<file path="src/rtl/sram_port_arbiter_pkg.sv">
// Shared SRAM-like bus definitions for the IF/MEM port arbiter.
package sram_port_arbiter_pkg;

  localparam int unsigned SRAM_REQ_LEN = 1 + 2 + 4 + 32 + 32;

  localparam logic [1:0] SIZE_BYTE = 2'd0;
  localparam logic [1:0] SIZE_HALF = 2'd1;
  localparam logic [1:0] SIZE_WORD = 2'd2;

  localparam logic OWNER_INST = 1'b0;
  localparam logic OWNER_DATA = 1'b1;

  typedef struct packed {
    logic        wr;
    logic [1:0]  size;
    logic [3:0]  wstrb;
    logic [31:0] addr;
    logic [31:0] wdata;
  } sram_req_t;

endpackage

</file>
<file path="src/rtl/arb_owner_fifo.sv">
// 1-bit-wide owner FIFO recording which requester issued each in-flight transaction.
module arb_owner_fifo #(
  parameter int unsigned DEPTH = 2,
  localparam int unsigned CW = $clog2(DEPTH) + 1,
  localparam int unsigned PW = (DEPTH > 1) ? $clog2(DEPTH) : 1
) (
  input  logic          clk,
  input  logic          reset,
  input  logic          push_i,
  input  logic          din_i,
  input  logic          pop_i,
  output logic          head_o,
  output logic [CW-1:0] count_o,
  output logic          full_o,
  output logic          empty_o
);

  logic [DEPTH-1:0] mem_q;
  logic [PW-1:0]    wr_q, wr_d, rd_q, rd_d;
  logic [CW-1:0]    count_q, count_d;
  logic             do_push, do_pop;

  assign full_o  = (count_q == CW'(DEPTH));
  assign empty_o = (count_q == '0);
  assign count_o = count_q;
  assign head_o  = mem_q[rd_q];
  assign do_push = push_i & ~full_o;
  assign do_pop  = pop_i & ~empty_o;

  // Pointers wrap explicitly so a depth of 1 still behaves.
  always_comb begin
    wr_d    = wr_q;
    rd_d    = rd_q;
    count_d = count_q + CW'(do_push) - CW'(do_pop);
    if (do_push) wr_d = (wr_q == PW'(DEPTH - 1)) ? '0 : wr_q + PW'(1);
    if (do_pop)  rd_d = (rd_q == PW'(DEPTH - 1)) ? '0 : rd_q + PW'(1);
  end

  always_ff @(posedge clk) begin
    if (reset) begin
      mem_q   <= '0;
      wr_q    <= '0;
      rd_q    <= '0;
      count_q <= '0;
    end else begin
      if (do_push) mem_q[wr_q] <= din_i;
      wr_q    <= wr_d;
      rd_q    <= rd_d;
      count_q <= count_d;
    end
  end

endmodule

</file>
<file path="src/rtl/sram_port_arbiter.sv">
// Two-to-one SRAM-like port arbiter (IF vs MEM) with in-order response routing.
// Define SRAM_ARB_RR_EN for round-robin arbitration; default is fixed data priority.
module sram_port_arbiter
  import sram_port_arbiter_pkg::*;
#(
  parameter int unsigned MAX_OUTSTANDING = 2
) (
  input  logic        clk,
  input  logic        reset,
  input  logic        inst_req,
  input  logic        inst_wr,
  input  logic [1:0]  inst_size,
  input  logic [3:0]  inst_wstrb,
  input  logic [31:0] inst_addr,
  input  logic [31:0] inst_wdata,
  output logic        inst_addr_ok,
  output logic        inst_data_ok,
  output logic [31:0] inst_rdata,
  input  logic        data_req,
  input  logic        data_wr,
  input  logic [1:0]  data_size,
  input  logic [3:0]  data_wstrb,
  input  logic [31:0] data_addr,
  input  logic [31:0] data_wdata,
  output logic        data_addr_ok,
  output logic        data_data_ok,
  output logic [31:0] data_rdata,
  output logic        mem_req,
  output logic        mem_wr,
  output logic [1:0]  mem_size,
  output logic [3:0]  mem_wstrb,
  output logic [31:0] mem_addr,
  output logic [31:0] mem_wdata,
  input  logic        mem_addr_ok,
  input  logic        mem_data_ok,
  input  logic [31:0] mem_rdata,
  output logic        resp_err
);

  localparam int unsigned CW = $clog2(MAX_OUTSTANDING) + 1;

  sram_req_t     inst_bus, data_bus, mem_bus;
  logic [CW-1:0] count;
  logic          fifo_head, fifo_full, fifo_empty;
  logic          can_issue, prio_data, grant_data, grant_inst, accept, resp_valid;
  logic          resp_err_q, resp_err_d;

  assign inst_bus = {inst_wr, inst_size, inst_wstrb, inst_addr, inst_wdata};
  assign data_bus = {data_wr, data_size, data_wstrb, data_addr, data_wdata};

  // Registered count only: a same-cycle response never frees a slot for issue.
  assign can_issue  = (count != CW'(MAX_OUTSTANDING));
  assign grant_data = ~reset & data_req & can_issue & (prio_data | ~inst_req);
  assign grant_inst = ~reset & inst_req & can_issue & ~grant_data;
  assign mem_req    = grant_data | grant_inst;
  assign accept     = mem_req & mem_addr_ok;

  always_comb begin
    mem_bus = '0;
    if (grant_data)      mem_bus = data_bus;
    else if (grant_inst) mem_bus = inst_bus;
  end

  assign {mem_wr, mem_size, mem_wstrb, mem_addr, mem_wdata} = mem_bus;

  assign inst_addr_ok = grant_inst & mem_addr_ok;
  assign data_addr_ok = grant_data & mem_addr_ok;

  assign resp_valid   = ~reset & mem_data_ok & ~fifo_empty;
  assign inst_data_ok = resp_valid & (fifo_head == OWNER_INST);
  assign data_data_ok = resp_valid & (fifo_head == OWNER_DATA);
  assign inst_rdata   = mem_rdata;
  assign data_rdata   = mem_rdata;

  arb_owner_fifo #(
    .DEPTH (MAX_OUTSTANDING)
  ) u_fifo (
    .clk     (clk),
    .reset   (reset),
    .push_i  (accept & ~fifo_full),
    .din_i   (grant_data ? OWNER_DATA : OWNER_INST),
    .pop_i   (resp_valid),
    .head_o  (fifo_head),
    .count_o (count),
    .full_o  (fifo_full),
    .empty_o (fifo_empty)
  );

`ifdef SRAM_ARB_RR_EN
  logic prio_q, prio_d;

  // Loser of a contested, accepted grant gets priority next time.
  always_comb begin
    prio_d = prio_q;
    if (accept & inst_req & data_req) prio_d = ~grant_data;
  end

  always_ff @(posedge clk) begin
    if (reset) prio_q <= 1'b1;
    else       prio_q <= prio_d;
  end

  assign prio_data = prio_q;
`else
  assign prio_data = 1'b1;
`endif

  assign resp_err_d = resp_err_q | (mem_data_ok & fifo_empty);

  always_ff @(posedge clk) begin
    if (reset) resp_err_q <= 1'b0;
    else       resp_err_q <= resp_err_d;
  end

  assign resp_err = resp_err_q;

endmodule

</file>
<file path="config.mk">
export PLATFORM = sky130hd
export DESIGN_NAME = sram_port_arbiter
export DESIGN_NICKNAME = d
export VERILOG_FILES = /design/src/rtl/sram_port_arbiter_pkg.sv /design/src/rtl/arb_owner_fifo.sv /design/src/rtl/sram_port_arbiter.sv
export SDC_FILE = /design/constraint.sdc
export NUM_CORES = 1
export LEC_CHECK = 0
export ABC_CLOCK_PERIOD_IN_PS = 2700
export BUFFER_PORTS_ARGS = -buffer_cell sky130_fd_sc_hd__buf_4
export CORE_AREA = 2 2 125 127
export DETAILED_ROUTE_END_ITERATION = 8
export DIE_AREA = 0 0 127 129
export PLACE_DENSITY = 0.38
export SETUP_SLACK_MARGIN = 0.05
export SLEW_MARGIN = 20
export SYNTH_ARGS = -nofsm -noshare
export SYNTH_HDL_FRONTEND = slang
export SYNTH_SLANG_ARGS = --single-unit
</file>
<file path="constraint.sdc">
create_clock -name clk -period 2.7 [get_ports clk]
set_input_delay 0 -clock clk [delete_from_list [all_inputs] [get_ports clk]]
set_output_delay 0 -clock clk [all_outputs]
set_load 0.02 [all_outputs]
</file>
==> results of run 1 <==
==> layout by cell type, fill, tap and decap left out <==
| master | netlist | final |
|---|---|---|
| and2_1 | 4 | 4 |
| xor2_1 | 2 | 2 |
| nor3b_2 | 0 | 1 |
| nor4b_1 | 1 | 1 |
| o21a_1 | 1 | 1 |
| nor2b_1 | 3 | 3 |
| dfxtp_1 | 7 | 7 |
| o211ai_1 | 1 | 1 |
| ha_1 | 2 | 2 |
| nand4b_1 | 1 | 1 |
| nor4b_4 | 0 | 1 |
| clkbuf_16 | 0 | 3 |
| nor4_1 | 1 | 1 |
| o21ai_0 | 3 | 3 |
| nor3_1 | 3 | 3 |
| nor2b_4 | 1 | 1 |
| clkbuf_1 | 1 | 1 |
| buf_4 | 70 | 228 |
| mux2_4 | 1 | 1 |
| inv_1 | 3 | 3 |
| a22o_1 | 71 | 71 |
| a21oi_1 | 1 | 1 |
| o21ba_2 | 1 | 1 |
| or4_4 | 1 | 1 |
| nor2_1 | 6 | 6 |
| nand2_1 | 1 | 1 |
==> state kept, by name, indices dropped and copies added, names as in the netlist <==
name / count
u_fifo.count_o: 2
u_fifo.rd_q: 1
u_fifo.wr_q: 1
u_fifo.mem_q: 2
resp_err: 1
==> metal layers <==
layer	wire (µm)	global-route usage, %	vias up
met4	314	3.878	0
met5	0	0	-
li1	-	-	979
met3	910	2.328	36
met1	2744	8.891	919
met2	4015	15.02	159
==> synth_stat cells <==
| cell | n |
|---|---|
| a21oi_1 | 1 |
| a22o_1 | 71 |
| and2_1 | 4 |
| buf_2 | 10 |
| buf_4 | 70 |
| buf_6 | 1 |
| clkbuf_1 | 1 |
| dfxtp_1 | 7 |
| ha_1 | 2 |
| inv_1 | 3 |
| mux2_4 | 1 |
| nand2_1 | 1 |
| nand4b_1 | 1 |
| nor2_1 | 6 |
| nor2b_1 | 3 |
| nor2b_4 | 1 |
| nor3_1 | 3 |
| nor3b_1 | 1 |
| nor4_1 | 1 |
| nor4b_1 | 1 |
| nor4b_2 | 1 |
| o211ai_1 | 1 |
| o21a_1 | 1 |
| o21ai_0 | 3 |
| o21ba_2 | 1 |
| or4_4 | 1 |
| xor2_1 | 2 |
==> cell families (layout without fill, tap and decap cells) <==
kind of cell / after synthesis / in the layout
DFF: 7 / 7
muxes: 1 / 1
AOI/OAI and AO/OA: 78 / 78
adders and majority gates: 2 / 2
buffers and inverters: 85 / 235
xor gates and xnor gates: 2 / 2
and+or+nand+nor: 24 / 24
==> how the worst max path moves through the flow <==
stage,from,end,slack [ns],depth (start not counted)
after floorplan,u_fifo.count_o[0],u_fifo.count_o[1],1.02,8
after global placement,u_fifo.count_o[0],u_fifo.count_o[1],0.94,8
after detailed placement,u_fifo.count_o[0],u_fifo.count_o[1],0.89,8
after CTS,u_fifo.count_o[1],mem_wdata[29],0.86,5
after global routing,u_fifo.count_o[0],mem_wstrb[1],0.74,5
final,u_fifo.count_o[0],u_fifo.count_o[1],0.88,8
==> power breakdown <==
group	internal [µW]	total, µW	switching (µW)
registers	117	128	11.5
logic	327	610	283
clock network	197	255	57.9
==> worst max-delay path, delay by kind of cell, from the launching register on <==
kind                       cells  cell delay, ns
and+or+nand+nor                3            0.30
adders and majority gates      2            0.48
buffers and inverters          1            0.04
AOI/OAI and AO/OA              1            0.34
DFF                            1            0.34
xor gates and xnor gates       1            0.19
==> final cells by class <==
| class | count | area share [%] |
|---|---|---|
| tap | 188 | 7.658 |
| timing repair buffer | 228 | 55.72 |
| multi-input combinational | 107 | 29.12 |
| sequential | 7 | 4.562 |
| clock buffer | 4 | 2.566 |
| inverter | 3 | 0.3666 |
==> metrics by stage <==
stage               hold WS [ns]  setup WS (ns)
floorplan                 0.1126          1.019
global placement       0.0002001         0.9436
detailed placement     0.0002001         0.8928
CTS                    0.0002001         0.8567
global route          0.00004740         0.7395
finish               0.000009792         0.8778
==> reports/qor.yml, run 1 <==
sta:
  clock_skew_ns: 0.003002
  setup-tns-final_ns: 0
  period_minus_slack_ns: 1.822
  setup_violations: 0
  tightest_slew_ns: 0.4254
  hold_viol: 0
  fin_crit_sh_pct: 67.49
  slew_viol_final: 0
  rsz0062_at_grt: "false"
  slew_headroom_pct: 71.34
  max_freq_ghz: 0.5488
yosys:
  yosysWarnings: 0
  synth_simple_gate_area_share_pct: 9.638
  ys_seq_elements: 7
  synth_compound_area_share_pct: 41.09
  syn-instance-count: 199
  synthAdderAreaFrac_pct: 1.542
  synth-xor-area-share_pct: 1.079
  muxShareOfSynthArea_pct: 0.9252
  yosysTopAreaCell: "a22o_1"
  syn-cell-area_um2: 1623
  synth_top_family_by_area: "compound AO/OA/AOI/OAI gates"
  netlist_top_cells_area: "a22o_1, buf_4, dfxtp_1"
  synth.avg_cell_area_um2: 8.155
  synth_cell_type_count: 27
  yosysSeqAreaShare_pct: 8.635
  synth_fp_nets: 381
  yosysTopAreaCellShare_pct: 38.32
worst_setup_path:
  cpPeakStageDelay_ns: 0.34
  crit_required_ns: 2.82
  crit_type: "reg2reg"
  r2r-start: "u_fifo.count_o[0]"
  cp_slowest_cell: "dfxtp_1"
  worst-path-max-fanout: 4
  reg2reg_to: "u_fifo.count_o[1]"
  critPathArrivalTime_ns: 1.94
  r2r_slack_ns: 0.88
  ff2ff_path_depth: 8
  crit_path_end_kind: "register"
  critPathLaunchType: "register"
  cp_common_cell: "ha_1"
  path_cells: "o21ai_0 -> nor2_1 -> ha_1 -> inv_1 -> ha_1 -> xor2_1 -> and2_1 -> nor3_1"
floorplan:
  die_h_um: 129
  dieArea_um2: 16380
  placementRows: 45
  num_io_pins: 321
  start_util_pct: 10.84
  die_w_um: 127
  core-area_um2: 14980
clock_network:
  numCtsBuffers: 3
  cts_tree: "yes"
  cts_buffer_depth: 2
  cts_resized: 0
  clkLatencyLatePin_ns: 0.23
  cts_hold_buf: 0
  cts-root-buf: "clkbuf_16"
  cts_sinks: 7
  clk_pin_slew_worst_paths_ns: 0.04
  postCtsSetupBuffers: 0
  h-tree-depth: 1
power_and_ir_drop:
  p_leak_uw: 0.001621
  power_density_nw_per_um2: 323.2
  p_total_uw: 992.8
  max-vdd-ir-drop_mv: 0.1544
routing:
  dr.pass1.iters: 4
  via_per_inst: 3.898
  final_antenna_net_count: 0
  drc: 0
  via_count: 2093
  wl_mm: 7.984
  first_iter_violations: 56
  wire_per_inst_um: 14.87
placed_design:
  gp_routability_congestion: 0.7224
  dp.cells: 533
  placedInstanceArea_um2: 2993
  io_buffers: 224
  dpl.hpwl_mm: 6.675
layout:
  num-fill-cells: 1681
  fin_area_um2: 3072
  final_cells: 537
  seq_area_um2: 140.1
  diodes: 0
  nNetsFinal: 532
  final_core_util_pct: 20.51
  multiInputGateArea_um2: 894.6
  drive_gt1_share_pct: 67.91
  area_delta_synth_final_pct: 89.28
flow_run:
  maxCapViolCount: 0
min_path:
  min_path_type: "in2out"
  whs_endpoint: "data_rdata[14]"
  min_path_cells: 0
  hold_start: "mem_rdata[14]"
grt:
  grt_pass1_vias: 1989
  grtUsageTotal_pct: 8.265
  grt_antenna_before_repair: 0
  grt_first_pass_wirelength_mm: 10.61
  grt_overflow_total: 0
  grt_max_degree: 39
status:
  status: "finished, final reports clean"
Note: power is estimated with default switching activity, not from simulation.
==> run 2, diff against run 1 <==
--- a/config.mk
+++ b/config.mk
@@ -5,7 +5,7 @@
 export SDC_FILE = /design/constraint.sdc
 export NUM_CORES = 1
 export LEC_CHECK = 0
-export ABC_CLOCK_PERIOD_IN_PS = 2700
+export ABC_CLOCK_PERIOD_IN_PS = 1700
 export BUFFER_PORTS_ARGS = -buffer_cell sky130_fd_sc_hd__buf_4
 export CORE_AREA = 2 2 125 127
 export DETAILED_ROUTE_END_ITERATION = 8
==> constraint.sdc (replaced) <==
create_clock -name clk -period 1.7 [get_ports clk]
set_input_delay 0 -clock clk [delete_from_list [all_inputs] [get_ports clk]]
set_output_delay 0 -clock clk [all_outputs]
set_load 0.02 [all_outputs]
==> run 2 against run 1 <==
Cell count rose by 2.2%. Clock power rose by 55%. Sequential share of layout area fell by 0.58 points. Register-to-register slack got worse by 0.80 ns. Global-route usage rose by 0.27 points.
==> reports/qor.yml, run 2 (synthesis gave the netlist of run 1 again) <==
clock_network:
  cts_tree: "yes"
  numCtsBuffers: 3
  h-tree-depth: 1
  clk_pin_slew_worst_paths_ns: 0.04
  cts-root-buf: "clkbuf_16"
  cts_hold_buf: 0
  cts_sinks: 7
  cts_buffer_depth: 2
  clkLatencyLatePin_ns: 0.23
floorplan:
  start_util_pct: 10.84
  placementRows: 45
  core-area_um2: 14980
  die_w_um: 127
  die_h_um: 129
  dieArea_um2: 16380
  num_io_pins: 321
grt:
  grt_first_pass_wirelength_mm: 11.18
  grt_max_degree: 38
  grt_antenna_before_repair: 0
  grtUsageTotal_pct: 8.534
  grt_overflow_total: 0
  grt_pass1_vias: 2030
layout:
  num-fill-cells: 1662
  drive_gt1_share_pct: 69.81
  area_delta_synth_final_pct: 120.6
  layout_commonest_cell: "buf_4"
  diodes: 0
  nNetsFinal: 544
  fin_area_um2: 3580
  final_cell_mix: "buf_4, a22o_1, buf_6"
  final_core_util_pct: 23.90
worst_setup_path:
  r2r_slack_ns: 0.08
  crit_type: "reg2out"
  path_cells: "nor2b_4 -> nor4b_4 -> buf_12 -> clkbuf_16 -> a22o_1 -> buf_6"
  cpPeakStageDelay_ns: 0.33
  worst-path-max-fanout: 9
  critPathArrivalTime_ns: 1.69
  crit_required_ns: 1.70
  crit_family: "buffers and inverters"
  cp_slowest_cell: "dfxtp_2"
  cp.buffers_inverters: 3
  crit_path_end_kind: "primary output"
  critPathLaunchType: "register"
power_and_ir_drop:
  p_leak_uw: 0.001795
  max-vdd-ir-drop_mv: 0.2361
  power_density_nw_per_um2: 488.8
sta:
  slew_viol_final: 0
  setup_violations: 0
  period_minus_slack_ns: 1.693
  max_freq_ghz: 0.5907
  rsz0062_at_grt: "true"
  fin_crit_sh_pct: 99.58
  clock_skew_ns: 0.001151
  slew_headroom_pct: 73.05
  tightest_slew_ns: 0.4000
  hold_viol: 0
flow_run:
  maxCapViolCount: 0
placed_design:
  dpl.hpwl_mm: 6.581
  io_buffers: 224
  gp_routability_congestion: 0.6894
  placedInstanceArea_um2: 3065
status:
  status: "finished, final reports clean"
routing:
  drc: 0
  wire_per_inst_um: 16.21
  via_per_inst: 3.947
  wl_mm: 8.900
  first_iter_violations: 47
  via_count: 2167
  final_antenna_net_count: 0
  dr.pass1.iters: 3
min_path:
  min_path_type: "in2out"
## run 2: cell count changes in the layout (fill, tap and decap cells not counted), sizes merged
cell / change
clkbuf: +5
buf: +7
## run 2: worst paths after layout
| check | from | end | cells past startpoint |
|---|---|---|---|
| worst max-delay path | u_fifo.count_o[1] | mem_wdata[10] | 6 |
| worst min-delay path | mem_rdata[16] | data_rdata[16] | 0 |
| worst max register to register | u_fifo.count_o[0] | u_fifo.count_o[1] | 8 |
| worst min register to register | resp_err | resp_err | 2 |
## run 2: what timing repair did
action,in CTS,in global routing
setup endpoints to repair,73,72
resized for setup,10,59
buffers inserted,2,0
pin swaps,8,2
endpoints found under the hold margin,0,0
gates cloned,1,6
## run 2: through the flow
stage	setup WS, ns	instances	TNS, ns	total power, µW	hold slack, ns
final	0.007073	549	0	1750	0.000009789
after global routing	-0.06835	549	-3.281	1845	0.00004426
after CTS	-0.01929	543	-0.1675	1650	0.0001996
after detailed placement	0.05727	536	0	1213	0.0001996
after global placement	0.1351	536	0	1213	0.0001996
after floorplan	0.1082	199	0	875.9	0.1126
## run 2: layout make-up
class | instances | area (µm²) | area share [%]
inverters | 3 | 11.26 | 0.3146
flip-flops and latches | 7 | 142.6 | 3.985
multi-input cells | 107 | 903.4 | 25.24
well taps | 188 | 235.2 | 6.571
repair buffers | 240 | 2208 | 61.69
clock buffers | 4 | 78.83 | 2.202
## run 2: layer usage
| metal | GRT usage, % | wire length [µm] |
|---|---|---|
| met5 | 0 | 0 |
| met4 | 2.521 | 162 |
| met3 | 1.580 | 710 |
| met2 | 15.94 | 4708 |
| met1 | 9.910 | 3319 |
## run 2: power by group
part | switching, µW | internal, µW | leakage [µW]
registers | 18.6 | 187 | 0.0000582
clock network | 83.2 | 312 | 0.0000382
logic | 494 | 655 | 0.00170
total | 596 | 1150 | 0.00179
## run 2: worst reg2reg max path: cells and delay by family, from the launching register on
| kind | cells | cell delay (ns) |
|---|---|---|
| DFF | 1 | 0.34 |
| buffers and inverters | 1 | 0.04 |
| AOI/OAI and AO/OA | 1 | 0.17 |
| and+or+nand+nor | 3 | 0.38 |
| xor gates and xnor gates | 1 | 0.14 |
| adders and majority gates | 2 | 0.46 |
